File: config.mk
export PLATFORM = sky130hd
export DESIGN_NAME = cgra_operand_fetch_flat
export DESIGN_NICKNAME = d
export VERILOG_FILES = /design/src/rtl/cgra_fetch_pkg.sv /design/src/rtl/cgra_operand_fetch_if.sv /design/src/rtl/cgra_fetch_fifo.sv /design/src/rtl/cgra_operand_fetch.sv /design/src/flat_wrapper.sv
export SDC_FILE = /design/constraint.sdc
export NUM_CORES = 1
export LEC_CHECK = 0
export CORE_UTILIZATION = 35
export DETAILED_ROUTE_END_ITERATION = 6
export SLEW_MARGIN = 10
export SYNTH_ARGS = -nofsm -noshare
export SYNTH_HDL_FRONTEND = slang
export SYNTH_SLANG_ARGS = --single-unit
export TNS_END_PERCENT = 10
File: constraint.sdc
create_clock -name clk_i -period 7.61 [get_ports clk_i]
set_input_delay 1.1415 -clock clk_i [delete_from_list [all_inputs] [get_ports clk_i]]
set_output_delay 1.1415 -clock clk_i [all_outputs]
set_load 0.02 [all_outputs]
File: src/rtl/cgra_fetch_pkg.sv
// Shared types for the CGRA operand fetch slice: FSM states and skid-buffer entry.
package cgra_fetch_pkg;

  localparam int unsigned CF_DATA_W = 32;
  localparam int unsigned CF_RA_W   = 5;

  typedef enum logic [1:0] {
    S_IDLE  = 2'd0,
    S_FETCH = 2'd1,
    S_DRAIN = 2'd2,
    S_DONE  = 2'd3
  } state_t;

  typedef struct packed {
    logic [CF_DATA_W-1:0] data;
    logic [CF_RA_W-1:0]   idx;
    logic                 last;
  } entry_t;

endpackage

File: src/rtl/cgra_operand_fetch_if.sv
// Valid/ready stream carrying register values and their indices to the CGRA loader.
interface cgra_operand_fetch_if
  import cgra_fetch_pkg::*;
#(
  parameter int unsigned DATA_W = CF_DATA_W,
  parameter int unsigned RA_W   = CF_RA_W
) ();

  logic [DATA_W-1:0] data_o;
  logic [RA_W-1:0]   idx_o;
  logic              last_o;
  logic              valid_o;
  logic              ready_i;

  modport master (output data_o, idx_o, last_o, valid_o, input ready_i);
  modport slave  (input data_o, idx_o, last_o, valid_o, output ready_i);

endinterface

File: src/rtl/cgra_fetch_fifo.sv
// Small synchronous skid buffer; push and pop may coincide even when full.
module cgra_fetch_fifo
  import cgra_fetch_pkg::*;
#(
  parameter int unsigned DEPTH = 2,
  localparam int unsigned AW   = $clog2(DEPTH)
) (
  input  logic   clk_i,
  input  logic   reset_n,
  input  logic   flush,
  input  logic   push,
  input  entry_t push_data,
  input  logic   pop,
  output entry_t head,
  output logic   full,
  output logic   empty,
  output logic [AW:0] fill
);

  entry_t        mem [DEPTH];
  logic [AW-1:0] wr_ptr;
  logic [AW-1:0] rd_ptr;
  logic [AW:0]   cnt;
  logic          do_push;
  logic          do_pop;

  assign full    = (cnt == (AW+1)'(DEPTH));
  assign empty   = (cnt == '0);
  assign fill    = cnt;
  assign do_pop  = pop && !empty;
  assign do_push = push && (!full || do_pop);
  assign head    = mem[rd_ptr];

  // Pointer and occupancy bookkeeping; flush wins over any push/pop.
  always_ff @(posedge clk_i or negedge reset_n) begin
    if (!reset_n) begin
      wr_ptr <= '0;
      rd_ptr <= '0;
      cnt    <= '0;
    end else if (flush) begin
      wr_ptr <= '0;
      rd_ptr <= '0;
      cnt    <= '0;
    end else begin
      if (do_push) wr_ptr <= wr_ptr + AW'(1);
      if (do_pop)  rd_ptr <= rd_ptr + AW'(1);
      unique case ({do_push, do_pop})
        2'b10:   cnt <= cnt + (AW+1)'(1);
        2'b01:   cnt <= cnt - (AW+1)'(1);
        default: cnt <= cnt;
      endcase
    end
  end

  // Entry storage; contents are only observable while counted as occupied.
  always_ff @(posedge clk_i) begin
    if (do_push && !flush) mem[wr_ptr] <= push_data;
  end

endmodule

File: src/rtl/cgra_operand_fetch.sv
// Walks a contiguous register range through the register file op_address port
// and streams each value, tagged with its index, to the CGRA.
module cgra_operand_fetch
  import cgra_fetch_pkg::*;
#(
  parameter int unsigned DATA_W     = CF_DATA_W,
  parameter int unsigned OPA_W      = 10,
  parameter int unsigned RA_W       = CF_RA_W,
  parameter int unsigned FIFO_DEPTH = 2
) (
  input  logic              clk_i,
  input  logic              reset_n,
  input  logic              start_i,
  input  logic              abort_i,
  input  logic [RA_W-1:0]   base_i,
  input  logic [RA_W:0]     count_i,
  output logic [OPA_W-1:0]  op_address_o,
  input  logic [DATA_W-1:0] reg_i,
  output logic              busy_o,
  output logic              done_o,
  cgra_operand_fetch_if.master out_if
);

  localparam int unsigned FAW = $clog2(FIFO_DEPTH);

  state_t          state;
  logic [RA_W-1:0] cur;
  logic [RA_W:0]   rem;
  entry_t          push_e;
  entry_t          head;
  logic            push;
  logic            pop;
  logic            flush;
  logic            full;
  logic            empty;
  logic [FAW:0]    fill;
  logic            drain_empty;

  assign pop   = !empty && out_if.ready_i;
  assign flush = abort_i && (state != S_IDLE);
  assign push  = (state == S_FETCH) && !abort_i && (!full || pop);
  // DONE must follow the edge that accepts the final word, so look ahead one pop.
  assign drain_empty = empty || ((fill == (FAW+1)'(1)) && pop);

  assign op_address_o = (state == S_FETCH) ? OPA_W'(cur) : '0;
  assign busy_o       = (state != S_IDLE);
  assign done_o       = (state == S_DONE);

  assign out_if.valid_o = !empty;
  assign out_if.data_o  = empty ? '0 : head.data;
  assign out_if.idx_o   = empty ? '0 : head.idx;
  assign out_if.last_o  = !empty && head.last;

  // Build the entry sampled from the register file this cycle.
  always_comb begin
    push_e      = '0;
    push_e.data = reg_i;
    push_e.idx  = cur;
    push_e.last = (rem == (RA_W+1)'(1));
  end

  // Burst sequencing: abort dominates, start only honoured in IDLE.
  always_ff @(posedge clk_i or negedge reset_n) begin
    if (!reset_n) begin
      state <= S_IDLE;
      cur   <= '0;
      rem   <= '0;
    end else if (abort_i) begin
      state <= S_IDLE;
    end else begin
      unique case (state)
        S_IDLE: begin
          if (start_i) begin
            if (count_i != '0) begin
              cur   <= base_i;
              rem   <= count_i;
              state <= S_FETCH;
            end else begin
              state <= S_DONE;
            end
          end
        end
        S_FETCH: begin
          if (push) begin
            cur <= cur + RA_W'(1);
            rem <= rem - (RA_W+1)'(1);
            if (rem == (RA_W+1)'(1)) state <= S_DRAIN;
          end
        end
        S_DRAIN: begin
          if (drain_empty) state <= S_DONE;
        end
        S_DONE:  state <= S_IDLE;
        default: state <= S_IDLE;
      endcase
    end
  end

  cgra_fetch_fifo #(.DEPTH(FIFO_DEPTH)) u_fifo (
    .clk_i     (clk_i),
    .reset_n   (reset_n),
    .flush     (flush),
    .push      (push),
    .push_data (push_e),
    .pop       (pop),
    .head      (head),
    .full      (full),
    .empty     (empty),
    .fill      (fill)
  );

endmodule

File: src/flat_wrapper.sv
// flat-port wrapper written by rule: the top's interface ports become plain ports
module cgra_operand_fetch_flat import cgra_fetch_pkg::*;
#(
  parameter int unsigned DATA_W     = CF_DATA_W,
  parameter int unsigned OPA_W      = 10,
  parameter int unsigned RA_W       = CF_RA_W,
  parameter int unsigned FIFO_DEPTH = 2
)
  (clk_i, reset_n, start_i, abort_i, base_i, count_i, op_address_o, reg_i, busy_o, done_o, out_if_data_o, out_if_idx_o, out_if_last_o, out_if_valid_o, out_if_ready_i);
  cgra_operand_fetch_if #(.DATA_W(DATA_W), .RA_W(RA_W)) out_if_i ();
  input  logic clk_i;
  input  logic reset_n;
  input  logic start_i;
  input  logic abort_i;
  input  logic [RA_W-1:0] base_i;
  input  logic [RA_W:0] count_i;
  output logic [OPA_W-1:0] op_address_o;
  input  logic [DATA_W-1:0] reg_i;
  output logic busy_o;
  output logic done_o;
  output wire logic [$bits(out_if_i.data_o)-1:0] out_if_data_o;
  output wire logic [$bits(out_if_i.idx_o)-1:0] out_if_idx_o;
  output wire logic [$bits(out_if_i.last_o)-1:0] out_if_last_o;
  output wire logic [$bits(out_if_i.valid_o)-1:0] out_if_valid_o;
  input wire logic [$bits(out_if_i.ready_i)-1:0] out_if_ready_i;
  assign out_if_data_o = out_if_i.data_o;
  assign out_if_idx_o = out_if_i.idx_o;
  assign out_if_last_o = out_if_i.last_o;
  assign out_if_valid_o = out_if_i.valid_o;
  assign out_if_i.ready_i = out_if_ready_i;
  cgra_operand_fetch #(.DATA_W(DATA_W), .OPA_W(OPA_W), .RA_W(RA_W), .FIFO_DEPTH(FIFO_DEPTH)) u_core (.clk_i(clk_i), .reset_n(reset_n), .start_i(start_i), .abort_i(abort_i), .base_i(base_i), .count_i(count_i), .op_address_o(op_address_o), .reg_i(reg_i), .busy_o(busy_o), .done_o(done_o), .out_if(out_if_i));
endmodule
## Word-level counts from Yosys, hierarchy flattened

Memory sizes are Yosys's and may differ from the RTL's.
Cells that the tools add are included.

- Output and inout port bits: 51
- Bits in writable memories: 76
- Memories: 1
- Bits in registers: 17
- Logic and storage cells: 81

- Equality and inequality tests: 15
- Multiplexer cells: 26
- Reduce and logical (&&, ||, !) cells: 26
- Bitwise logic cells: 1
- Add/sub/neg operators: 6

Memory list:

| memory | depth | width | read ports | clocked after Yosys merged registers in | write ports | RTL line | text |
|---|---|---|---|---|---|---|---|
| u_core.u_fifo.mem | 2 | 38 | 1 | 0 | 1 | cgra_fetch_fifo.sv:20 | `entry_t mem [DEPTH];` |

Operators by type and width:

| operator | number |
|---|---|
| $mux W32 | 1 |
| $mux W5 | 5 |
| $mux W6 | 3 |
| $mux W2 | 7 |
| $pmux W6 S2 | 1 |
| $pmux W5 S2 | 1 |
| $logic_and A1 B1 Y1 | 9 |
| $ne A3 B3 Y1 const B | 3 |
| $eq A2 B2 Y1 const B | 4 |
| $pmux W2 S4 | 1 |
| $reduce_bool A2 Y1 | 4 |
| $eq A2 B1 Y1 const B | 3 |
| $eq A6 B1 Y1 const B | 1 |
| $mux W1 | 6 |
| $reduce_bool A6 Y1 | 1 |
| $sub A6 B1 Y6 const B | 1 |
| $add A5 B1 Y5 const B | 1 |
| $reduce_and A5 Y1 | 1 |
| $logic_not A1 Y1 | 4 |
| $logic_not A2 Y1 | 2 |
| $ne A2 B2 Y1 const B | 2 |
| $pmux W2 S2 | 1 |
| $reduce_and A4 Y1 | 1 |
| $logic_or A1 B1 Y1 | 3 |
| 7 further kinds | 8 |

## Depth between registers and ports, before layout

- Depth after elaboration: 9
- Mapped depth: 9

## Modules after synthesis

From an unflattened synthesis, not the netlist that was laid out.

- Cell total of the unflattened synthesis: 308
- Area, all modules: 4317.9 µm²

Modules (own cells, without submodules):

| module | times used | sequential area each (µm²) | area an instance (µm²) | cells an instance |
|---|---|---|---|---|
| cgra_fetch_fifo | 1 | 2382.3 | 2974.1 | 143 |
| cgra_operand_fetch | 1 | 325.3 | 1343.8 | 165 |

## Least setup slack after synthesis

Ideal clock, no wire load.

- Kind: input-to-reg
- Start point: in out_if_ready_i
- End point: mem u_core.u_fifo.mem[0][0] (netlist name) (enable)
- Data required time: 7.175 ns
- Cell stages on the path: 4
- Setup time: 0.435 ns
- Path slack: 4.058 ns
- Buffers on the path: 0
- Arrival time: 3.117 ns
- Cell sequence: nand2b_1 > nand2_1 > nand3b_1 > nor2_1

- Word-level cells in the longest chain between the ends: 7

RTL lines:

| element | RTL line | text |
|---|---|---|
| start: declaration | flat_wrapper.sv:25 | `input wire logic [$bits(out_if_i.ready_i)-1:0] out_if_ready_i;` |
| $logic_and A1 B1 Y1 * | cgra_operand_fetch.sv:39 | `assign pop = !empty && out_if.ready_i;` |
| $logic_or A1 B1 Y1 / $logic_and A1 B1 Y1 (equally long branches) | cgra_operand_fetch.sv:41, cgra_fetch_fifo.sv:30 |  |
| $logic_and A1 B1 Y1 / $logic_or A1 B1 Y1 (equally long branches) | cgra_operand_fetch.sv:41, cgra_fetch_fifo.sv:31 |  |
| $logic_and A1 B1 Y1 * | cgra_fetch_fifo.sv:31 | `assign do_push = push && (!full \|\| do_pop);` |
| $logic_and A1 B1 Y1 * | cgra_fetch_fifo.sv:57 | `if (do_push && !flush) mem[wr_ptr] <= push_data;` |
| $mux W1 * | cgra_fetch_fifo.sv:57 |  |
| $mux W1 (not written as such) * | cgra_fetch_fifo.sv:57 |  |
| end: declaration | cgra_fetch_fifo.sv:20 |  |

Mark *: on every way between the ends. The rest lies on a longest branch, timed or not.

## Worst setup path in the final report

- Start point: reg u_core.u_fifo.cnt[1], in the netlist u_core.u_fifo.fill[1]
- End point: out out_if_last_o

- Word-level cells in the longest chain between the ends: 3

RTL lines:

| element | RTL line | text |
|---|---|---|
| start: declaration | cgra_fetch_fifo.sv:23 | `logic [AW:0] cnt;` |
| start signal: assignment | cgra_fetch_fifo.sv:48 | `2'b10: cnt <= cnt + (AW+1)'(1);` |
| start signal: assignment | cgra_fetch_fifo.sv:49 | `2'b01: cnt <= cnt - (AW+1)'(1);` |
| start signal: assignment | cgra_fetch_fifo.sv:50 | `default: cnt <= cnt;` |
| $logic_not A2 Y1 | cgra_fetch_fifo.sv:28 | `assign empty = (cnt == '0);` |
| $logic_not A1 Y1 | cgra_operand_fetch.sv:52 | `assign out_if.last_o = !empty && head.last;` |
| $logic_and A1 B1 Y1 | cgra_operand_fetch.sv:52 |  |
| end: declaration | flat_wrapper.sv:23 | `output wire logic [$bits(out_if_i.last_o)-1:0] out_if_last_o;` |

No other way between the ends.

==> results.md <==
- Antenna violations before repair: 0
- Deepest clock path buffer count: 2
- Global route total overflow: 0
- Largest net degree at the start of global routing: 41
- Synth async-reset ratio: 18.3%
- Buffers added on ports: 93
- Number of nets in the final layout: 450
- Wire length of the first global-routing pass: 11.7 mm
- Synth area leaders: sky130_fd_sc_hd__edfxtp_1 (56%), sky130_fd_sc_hd__dfrtp_1 (10%), sky130_fd_sc_hd__mux2i_1 (9.8%)
- Highest ir drop seen on vdd: 0.000190 V
- Nature of the critical path startpoint: flip-flop
- Max-cap check violation count: 0
- Diodes inserted: 0
- Final Cell Area: 5490 sq um
- Floorplan die width: 110 um
- Mapped Area: 4080 sq um
- Synth warnings: 0
- GRT Util Overall: a little over an eighth
- TritonCTS clock tree: built
- Area growth from synthesis to final layout: 34.4%
- Total number of vias: 2529
- Main flop type after synthesis: sky130_fd_sc_hd__edfxtp_1
- Max-Slew Margin vs Limit: between 20% and 30%
- Yosys top cell by area: sky130_fd_sc_hd__edfxtp_1
- Initial core utilization: a little over a third
- Antenna violation net count after detailed routing: 0
- Worst-margin pin slew: between 1000 and 1500 ps
- Critical path required time: 6470 ps
- Total cell area at the placement stage: roughly 5000 sq um
- H-tree Lvls: 3
- Worst Clk Skew: 6.45 ps
- Number of design-rule violations left by the first detailed-router iteration: 103
- Die Area: 12100 sq um
- Final wirelength: roughly 7.5 mm
- Distinct cells, synth: 42
- Vertical extent of the die: ~110 um
- Num ports: 99
- First-pass iteration count of the detailed router: 4
- Number of buffers inserted for hold repair after clock tree synthesis: 0
- Half-perimeter wire length after detailed placement: 4.94 mm
- Post-route DRC violation count: 0
- Clock transition at path regs: 60 ps
- Detailed-route vias per instance: approximately 4.7
- Post-CTS resize count: 0
- Row count: 39
- Data arrival at the endpoint of the critical path: about 2300 ps
- Worst hold slack: 527 ps
- Share of final-layout standard cells stronger than drive strength 1: 7.07%
- Largest driver fanout on the critical path: 40
- Core box area: 11400 sq um
- Total of flip-flops plus latches after synthesis: 93
- Leak pwr: 2.04 nW
- Crit path kind: reg2out
- Later-pin clock latency in the skew report: 330 ps
- Highest attainable clock frequency: 0.288 GHz
- Number of buffers added for setup after CTS: 0
- Worst R2R Setup Slack: 4720 ps
- Number of sinks on the clock net: just over 90
- Average wire per standard cell: about 14 um
- Hold/Removal Path Class: reg2reg
- Most frequent cell after synthesis: sky130_fd_sc_hd__edfxtp_1
- Fraction of the cycle the final worst path needs: 45.6%
- Tmin final: roughly 3500 ps
- Gp weighted congestion: 0.733
- Post-Synthesis Cells: 300
- Via count of the first global-routing pass: 2478
- Outcome: finished, final reports clean
- Cts bufs inserted: 9
- Final setup violation count: 0
- Top post-synthesis cells by count: sky130_fd_sc_hd__edfxtp_1 (76), sky130_fd_sc_hd__nor2_1 (51), sky130_fd_sc_hd__mux2i_1 (40)
- Top cell type's share of synthesized area: between 50% and 60%
- Total design power: around 2.1 mW
- Number of flops mapped to enable cells by yosys: 76
- Seq/Total Area, Yosys: 66.3%
- Total negative slack: 0 ps
- Count of final hold-check violations: 0
- Unrepaired setup endpoints after global routing: no
- Power per unit of standard cell area: 388 nW/um^2
- Cell chosen for the clock root: sky130_fd_sc_hd__clkbuf_16
- Kind of end point of the critical path: output pin
- Max Slew Vio Count: 0
- Average cell area after synthesis: 13.6 sq um
## placed cells by master (no fill, tap or decap), drive strengths merged, types with 2 or more instances in the layout
cell type       n
clkdlybuf4s50  93
edfxtp         76
nor2           51
mux2i          40
dfrtp          17
inv            16
ha             11
nand2           9
clkbuf          9
o22a            6
o21ai           6
a21oi           5
conb            5
a211oi          5
nand2b          4
and2            4
nor2b           4
a31oi           3
xor2            3
a211o           3
nand3           3
bufinv          3
o31ai           2
buf             2
or3             2
clkinv          2
## path summary, 6_finish.rpt
path | start | endpoint | cells past startpoint
setup reg to reg | u_core.u_fifo.fill[0] | u_core.u_fifo.mem[0][31] | 6
hold / removal | u_core.cur[3] | u_core.u_fifo.mem[0][4] | 0
max in group asynchronous | reset_n | u_core.u_fifo.rd_ptr | 1
min in group asynchronous | reset_n | u_core.rem[0] | 1
hold reg to reg | u_core.cur[3] | u_core.u_fifo.mem[0][4] | 0
setup / recovery | u_core.u_fifo.fill[1] | out_if_last_o | 4
## cell families (layout without fill, tap and decap cells)
group,after synthesis,after routing,synth area share [%]
other,1,5,0.0919
and+or+nand+nor,85,85,9.62
DFF,93,93,66.3
adders and majority gates,11,11,3.37
AOI/OAI and AO/OA,34,34,6.34
buffers and inverters,33,125,3.80
muxes,40,40,9.81
xor gates and xnor gates,3,3,0.644
## power breakdown
group / internal [mW] / leakage [nW] / switching, mW
clock: 0.323 / 0.170 / 0.187
combinational: 0.411 / 0.982 / 0.495
sequential: 0.654 / 0.890 / 0.0560
## per-stage QoR
step	util, %	cells	setup slack (ps)
after global placement	45.2	523	4180
after global routing	48.2	539	3950
after floorplan	-	304	4060
final	48.2	539	4140
after CTS	48.2	539	4070
after detailed placement	45.2	523	4120
## cell type report
class	instances	area, sq um
clock buffers	9	225
clock inverters	7	121
fillers	1052	5880
inverters	14	52.6
multi-input cells	178	1250
flip-flops and latches	93	2710
well taps	143	179
repair buffers	95	946
## flip-flops by register name, summed over array words and instances, names as in the netlist
| signal | cells |
|---|---|
| u_core.u_fifo.fill | 2 |
| u_core.u_fifo.mem | 76 |
| u_core.u_fifo.wr_ptr | 1 |
| u_core.rem | 6 |
| u_core.cur | 5 |
| u_core.u_fifo.rd_ptr | 1 |
| u_core.state | 2 |
## critical path, cell delays in order, from the launching register on
cell and delay, ps:
sky130_fd_sc_hd__dfrtp_1 400, sky130_fd_sc_hd__inv_1 110, sky130_fd_sc_hd__ha_2 720, sky130_fd_sc_hd__nor2_1 160
sky130_fd_sc_hd__clkdlybuf4s50_1 580
## per-layer routing
metal	GRT usage, %	vias to the layer above	part of all wire, %
met5	0	-	0
met4	4.57	0	1.1
met3	4.12	7	6.2
met2	22.0	75	50
met1	15.6	1192	42
li1	-	1255	-
Power figures use the tool's default switching activity.
